**src/rtl/mul_sequencer_pkg.sv**
```systemverilog
// Shared definitions for the multi-cycle shift-add multiplier.
// Optional feature macro: MUL_EARLY_EXIT_EN (see mul_sequencer.sv).

// IMUL opcode, shared with the MiniAlu decoder so both sides agree.
`ifndef MUL_OP_IMUL
`define MUL_OP_IMUL 4'd9
`endif

package mul_sequencer_pkg;

  typedef enum logic [1:0] {
    MS_IDLE = 2'd0,
    MS_RUN  = 2'd1,
    MS_DONE = 2'd2
  } ms_state_e;

  localparam int MUL_WIDTH_DEF = 8;

  // Counter width able to hold the value WIDTH itself.
  function automatic int cnt_bits(input int width);
    return $clog2(width + 1);
  endfunction

endpackage

```
**src/rtl/mul_if.sv**
```systemverilog
// Start/done handshake bundle between the ALU and the multiplier.
interface mul_if #(
  parameter int WIDTH = 8
);
  logic               iStart;
  logic [WIDTH-1:0]   iA;
  logic [WIDTH-1:0]   iB;
  logic               oStall;
  logic               oBusy;
  logic               oDone;
  logic [2*WIDTH-1:0] oResult;

  modport master (output iStart, iA, iB, input oStall, oBusy, oDone, oResult);
  modport slave  (input iStart, iA, iB, output oStall, oBusy, oDone, oResult);
endinterface

```
**src/rtl/mul_iter_counter.sv**
```systemverilog
// Loadable down-counter tracking remaining shift-add iterations.
module mul_iter_counter
  import mul_sequencer_pkg::*;
#(
  parameter int WIDTH = 8,
  localparam int CW   = cnt_bits(WIDTH)
) (
  input  logic          Clock,
  input  logic          Reset,
  input  logic          load_i,
  input  logic [CW-1:0] load_value_i,
  input  logic          enable_i,
  output logic [CW-1:0] cnt_o,
  output logic          last_o
);
  logic [CW-1:0] cnt_q, cnt_d;

  // Next count: load wins over decrement.
  always_comb begin
    cnt_d = cnt_q;
    if (load_i)        cnt_d = load_value_i;
    else if (enable_i) cnt_d = cnt_q - 1'b1;
  end

  // Count register.
  always_ff @(posedge Clock or posedge Reset) begin
    if (Reset) cnt_q <= '0;
    else       cnt_q <= cnt_d;
  end

  assign cnt_o  = cnt_q;
  assign last_o = (cnt_q == CW'(1));
endmodule

```
**src/rtl/mul_sequencer.sv**
```systemverilog
// Radix-2 shift-add multiplier sequencer with stall/start/done handshake.
// Define MUL_EARLY_EXIT_EN to finish as soon as no multiplier bits remain.
module mul_sequencer
  import mul_sequencer_pkg::*;
#(
  parameter int WIDTH = MUL_WIDTH_DEF,
  localparam int CW   = cnt_bits(WIDTH)
) (
  input logic  Clock,
  input logic  Reset,
  mul_if.slave bus
);
  ms_state_e          state_q, state_d;
  logic [2*WIDTH-1:0] mcand_q, mcand_d;
  logic [WIDTH-1:0]   mplr_q, mplr_d, mplr_sh;
  logic [2*WIDTH-1:0] acc_q, acc_d;
  logic [2*WIDTH-1:0] result_q, result_d;
  logic               cnt_load, cnt_en, cnt_last, early;
  logic [CW-1:0]      cnt;

  mul_iter_counter #(.WIDTH(WIDTH)) u_cnt (
    .Clock       (Clock),
    .Reset       (Reset),
    .load_i      (cnt_load),
    .load_value_i(CW'(WIDTH)),
    .enable_i    (cnt_en),
    .cnt_o       (cnt),
    .last_o      (cnt_last)
  );

  assign mplr_sh = mplr_q >> 1;
`ifdef MUL_EARLY_EXIT_EN
  assign early = (mplr_sh == '0);
`else
  assign early = 1'b0;
`endif

  // Next-state and datapath update; operands are captured only on accept.
  always_comb begin
    state_d  = state_q;
    mcand_d  = mcand_q;
    mplr_d   = mplr_q;
    acc_d    = acc_q;
    result_d = result_q;
    cnt_load = 1'b0;
    cnt_en   = 1'b0;
    case (state_q)
      MS_IDLE: if (bus.iStart) begin
        state_d  = MS_RUN;
        mcand_d  = {{WIDTH{1'b0}}, bus.iA};
        mplr_d   = bus.iB;
        acc_d    = '0;
        cnt_load = 1'b1;
      end
      MS_RUN: begin
        if (mplr_q[0]) acc_d = acc_q + mcand_q;
        mcand_d = mcand_q << 1;
        mplr_d  = mplr_sh;
        cnt_en  = 1'b1;
        if (cnt_last || early) begin
          state_d  = MS_DONE;
          result_d = acc_d;
        end
      end
      // iStart is ignored here so a held IMUL cannot retrigger.
      MS_DONE: state_d = MS_IDLE;
      default: state_d = MS_IDLE;
    endcase
  end

  // State and datapath registers.
  always_ff @(posedge Clock or posedge Reset) begin
    if (Reset) begin
      state_q  <= MS_IDLE;
      mcand_q  <= '0;
      mplr_q   <= '0;
      acc_q    <= '0;
      result_q <= '0;
    end else begin
      state_q  <= state_d;
      mcand_q  <= mcand_d;
      mplr_q   <= mplr_d;
      acc_q    <= acc_d;
      result_q <= result_d;
    end
  end

  // The counter is never zero while iterating.
  a_cnt_live: assert property (@(posedge Clock) disable iff (Reset)
    (state_q == MS_RUN) |-> (cnt != '0));

  // Stall drops in DONE so the IP advances as the result is written.
  assign bus.oStall  = (state_q == MS_RUN) || ((state_q == MS_IDLE) && bus.iStart);
  assign bus.oBusy   = (state_q == MS_RUN);
  assign bus.oDone   = (state_q == MS_DONE);
  assign bus.oResult = result_q;
endmodule
```
**src/flat_wrapper.sv**
```systemverilog
// flat-port wrapper written by rule: the top's interface ports become plain ports
module mul_sequencer_flat import mul_sequencer_pkg::*;
#(
  parameter int WIDTH = MUL_WIDTH_DEF,
  localparam int CW   = cnt_bits(WIDTH)
)
  (Clock, Reset, bus_iStart, bus_iA, bus_iB, bus_oStall, bus_oBusy, bus_oDone, bus_oResult);
  mul_if #(.WIDTH(WIDTH)) bus_i ();
  input logic Clock;
  input logic Reset;
  input wire logic [$bits(bus_i.iStart)-1:0] bus_iStart;
  input wire logic [$bits(bus_i.iA)-1:0] bus_iA;
  input wire logic [$bits(bus_i.iB)-1:0] bus_iB;
  output wire logic [$bits(bus_i.oStall)-1:0] bus_oStall;
  output wire logic [$bits(bus_i.oBusy)-1:0] bus_oBusy;
  output wire logic [$bits(bus_i.oDone)-1:0] bus_oDone;
  output wire logic [$bits(bus_i.oResult)-1:0] bus_oResult;
  assign bus_i.iStart = bus_iStart;
  assign bus_i.iA = bus_iA;
  assign bus_i.iB = bus_iB;
  assign bus_oStall = bus_i.oStall;
  assign bus_oBusy = bus_i.oBusy;
  assign bus_oDone = bus_i.oDone;
  assign bus_oResult = bus_i.oResult;
  mul_sequencer #(.WIDTH(WIDTH)) u_core (.Clock(Clock), .Reset(Reset), .bus(bus_i));
endmodule
```
**config.mk**
```make
export PLATFORM = sky130hd
export DESIGN_NAME = mul_sequencer_flat
export DESIGN_NICKNAME = d
export VERILOG_FILES = /design/src/rtl/mul_sequencer_pkg.sv /design/src/rtl/mul_if.sv /design/src/rtl/mul_iter_counter.sv /design/src/rtl/mul_sequencer.sv /design/src/flat_wrapper.sv
export SDC_FILE = /design/constraint.sdc
export NUM_CORES = 1
export LEC_CHECK = 0
export BUFFER_PORTS_ARGS = -buffer_cell sky130_fd_sc_hd__buf_2
export CORE_ASPECT_RATIO = 1.4
export CORE_MARGIN = 2
export CORE_UTILIZATION = 63
export DETAILED_ROUTE_END_ITERATION = 6
export PLACE_DENSITY = 0.85
export SYNTH_ARGS = -nofsm -noshare
export SYNTH_HDL_FRONTEND = slang
export SYNTH_SLANG_ARGS = --single-unit
```
**constraint.sdc**
```tcl
create_clock -name Clock -period 7.4 [get_ports Clock]
set_clock_uncertainty 0.05 [all_clocks]
set_input_delay 1.48 -clock Clock [delete_from_list [all_inputs] [get_ports Clock]]
set_output_delay 1.48 -clock Clock [all_outputs]
set_load 0.03 [all_outputs]
```
==> impl_summary.md <==
Synthesis
The largest family of logic cells by synthesized area is compound AO/OA/AOI/OAI gates. The library cell with the largest summed area after synthesis is sky130_fd_sc_hd__dfrtp_1. The proportion of synthesized chip area in sequential cells is 47.47%. The average instance in the mapped netlist occupies 9.284 um2. The count of distinct cell types in the synthesized netlist is 43. The synthesized netlist devotes 19.41% of its cell area to compound gates.

In the synthesized netlist, the cells that appear most often are 71 x sky130_fd_sc_hd__nand2_1, 62 x sky130_fd_sc_hd__dfrtp_1, 26 x sky130_fd_sc_hd__nor2_1. The predominant post-synthesis flop cell is sky130_fd_sc_hd__dfrtp_1. After Yosys synthesis, full adders, half adders and majority gates account for 7.121% of the synthesized area. In this run, synthesis inferred 0 flip-flops with an integrated enable. The synthesized design devotes to its leading area cell type 47.47% of total area. The mux cell area share after synthesis is 3.369%. The gate count of the mapped netlist is 352. The number of nets in the synthesized netlist is 389. The number of warnings issued by yosys is 0. Summing the areas of all and, or, nand and nor instances in the mapped netlist gives 15.01% of the synthesized area. Synthesis inferred 62 register bits.

The leading cell type by number of instances after synthesis is sky130_fd_sc_hd__nand2_1. The post-synthesis instance area is 0.003268 mm2. Of all flip-flops after synthesis, the portion carrying an async set or reset was 100.0%. The synthesized netlist devotes 4.556% of its cell area to XOR and XNOR gates. Yosys attributes the largest share of cell area to sky130_fd_sc_hd__dfrtp_1 47%, sky130_fd_sc_hd__nand2_1 8.2%, sky130_fd_sc_hd__ha_1 6.5%, sky130_fd_sc_hd__o21ai_1 3.7%, sky130_fd_sc_hd__mux2i_1 3.4%.

STA
After layout, the worst setup slack is 3.211 ns. The maximum frequency from static timing analysis is 238.7 MHz. For the pin with the worst max-slew slack, the measured transition is 1.027 ns. The minimum clock period is 4.189 ns. The final count of pins violating max slew is 0. Of the available clock period, the critical path in the final layout requires 56.61%. Setup repair after global routing left no endpoint under its margin. Adding up every negative setup slack in the final design gives 0 ns. The final count of hold timing violations is 0. The final count of negative-setup-slack endpoints is 0. Headroom to the max-slew limit came out at 31.39%.

Layout
The filler cell count is 390. From synthesis to final layout, the design area changed by 12.63%. The final net count is 421. In the final layout, flip-flops and latches occupy 0.001551 mm2. Summing all multi-input logic gate instances after layout gives 0.001617 mm2. In the final layout, the share of cells above drive strength 1 is 15.94%. The finished cells cover 0.003681 mm2.

The antenna diode count is 0.

Clocking
The number of hold buffers added after CTS is 0. The register clock-pin slew on the reported worst setup and hold paths is 0.06 ns. TritonCTS built the clock tree. The maximum buffer depth of the clock tree is 2. The total clock buffers created by CTS is 9. For the worst-skew pair, the clock arrives at the later sink with an insertion delay of 0.35 ns. The post-cts gate resize count is 0. In this run the number of H-tree levels came out at 3.

The root cell of the clock tree is sky130_fd_sc_hd__clkbuf_8. The total setup buffers inserted after CTS is 0. The total number of clock tree sinks is 62.

GRT
The number of global-route vias before repair is 2553. After global routing the overflow that remains totals 0. The initial antenna violation count was 0. The first global-routing pass estimated 11240 um of wire. The pin count of the biggest net entering global routing is 63. Across every metal layer, demand over resource in global routing totals 25.90%.

Placement
Timing analysis after detailed placement gives a worst setup slack of 3.230 ns. The post-DP HPWL is 4637 um. Routability-driven placement finished with a final weighted congestion of 0.8380.

The cell area reported after detailed placement is 0.003481 mm2. Port buffering added 37 buffers.

Pwr
The static leakage is 0.001801 uW. The power density relative to cell area is 563.5 mW/mm2. The maximum vdd ir drop is 263.9 uV.

Die
The die is 89.22 um tall. The die covers 0.005788 mm2. The initial core utilization is 64.32%.

The number of primary I/O pins is 38. After floorplanning, the core was divided into 31 placement rows. The horizontal extent of the die is 64.87 um. The standard cell core area is 0.005081 mm2.

Worst hold path
The path class of the lowest-slack min-delay path is flop to flop. Counting instances, the worst hold path has a depth of 2.

Flow run
The total of max-cap violations is 0.

Setup path
Data on the critical path arrives at its endpoint at 2.66 ns. The critical path is of the input pin to output port type. The worst register-to-register path has a depth of 9. In this run the worst path has a maximum fanout of 24. STA classifies the critical path endpoint as an output port. The data required time of the worst path is 5.87 ns. The critical path launch point type is an input pin.

Drt
The detailed-route via count is 2613. The iteration-0 DRC count of the detailed router is 163. Dividing the detail-routed wire length by the instance count gives 14.39 um.

The count of nets left with antenna violations once routing finished came out at 0. After detailed routing, the number of remaining DRC violations is 0. The routed design has 6547 um of wire. The via count normalized by instance count is 5.743. The length of the first detailed-routing pass in iterations is 4.

Status
The flow ran to the end, and the final reports show no timing, DRC or antenna violations.
-- cells by family (layout without fill, tap and decap cells) --
kind of cell,count (synthesis),in the layout
flip-flops,62,62
AO/OA/AOI/OAI,101,101
XOR/XNOR,17,17
multiplexers,11,11
AND/OR/NAND/NOR,117,117
buffers and inverters,26,63
adder cells (fa/ha/maj),18,18
-- path summary, 6_finish.rpt --
path                                                      end                               from  slack (ns)
max                                                bus_oStall                         bus_iStart        3.21
min in group asynchronous       u_core.mcand_q[3]$_DFFE_PP0P_                              Reset        1.29
min                         u_core.bus.oResult[7]$_DFFE_PP0P_  u_core.bus.oResult[7]$_DFFE_PP0P_        0.43
min reg2reg                 u_core.bus.oResult[7]$_DFFE_PP0P_  u_core.bus.oResult[7]$_DFFE_PP0P_        0.43
max in group asynchronous  u_core.bus.oResult[10]$_DFFE_PP0P_                              Reset        5.50
max reg2reg                u_core.bus.oResult[12]$_DFFE_PP0P_      u_core.mcand_q[0]$_DFFE_PP0P_        4.75
-- flip-flops by register name (all words and copies together) (netlist names) --
register	count
u_core.mplr_q	8
u_core.bus.oResult	16
u_core.state_q	2
u_core.u_cnt.cnt_o	4
u_core.mcand_q	16
u_core.acc_q	16
-- where the power goes --
group | internal, uW | switching (uW)
logic | 457 | 685
clock network | 172 | 128
registers | 499 | 134
-- per-stage QoR --
stage	hold slack, ns	util (%)	std cells	power, uW
final	0.4267	72.45	455	2074
after global routing	0.4568	72.45	455	2255
after CTS	0.4345	72.45	455	2080
after detailed placement	0.4200	68.51	439	1769
after global placement	0.4107	68.51	439	1720
after floorplan	0.4173	-	352	1532
-- metal layers --
| layer | share of wire, % | GRT usage [%] | up-vias |
|---|---|---|---|
| met3 | 4.1 | 5.416 | 10 |
| li1 | - | - | 1302 |
| met5 | 0 | 0 | - |
| met1 | 43 | 30.90 | 1247 |
| met2 | 51 | 44.42 | 54 |
| met4 | 1.7 | 13.15 | 0 |
-- critical path, stage by stage --
cell	delay, ns
sky130_fd_sc_hd__buf_2	0.10
sky130_fd_sc_hd__nand2_1	0.56
sky130_fd_sc_hd__nand2_1	0.27
sky130_fd_sc_hd__buf_2	0.25
-- cells in the final DEF, fill, tap and decap left out, drive strengths merged, types with 2 or more instances in the layout --
| master | n |
|---|---|
| nand3 | 6 |
| nor3b | 3 |
| dfrtp | 62 |
| clkinv | 3 |
| nand2 | 71 |
| o31ai | 2 |
| a21o | 5 |
| nor3 | 2 |
| o211ai | 3 |
| xor2 | 6 |
| and2 | 2 |
| a31oi | 10 |
| ha | 17 |
| o22ai | 5 |
| o21bai | 2 |
| o21ai | 41 |
| inv | 8 |
| mux2i | 11 |
| buf | 39 |
| a22o | 10 |
| clkbuf | 12 |
| nor2 | 26 |
| xnor2 | 11 |
| a21oi | 17 |
-- area by class of cell --
| type | instances | share of cell area [%] |
|---|---|---|
| Multi-Input combinational cell | 264 | 43.92 |
| Sequential cell | 62 | 42.15 |
| Inverter | 8 | 0.8158 |
| Tap cell | 66 | 2.243 |
| Clock buffer | 12 | 4.215 |
| Timing Repair Buffer | 39 | 5.438 |
| Clock inverter | 4 | 1.224 |
No activity file was read; power rests on OpenSTA's default activity.
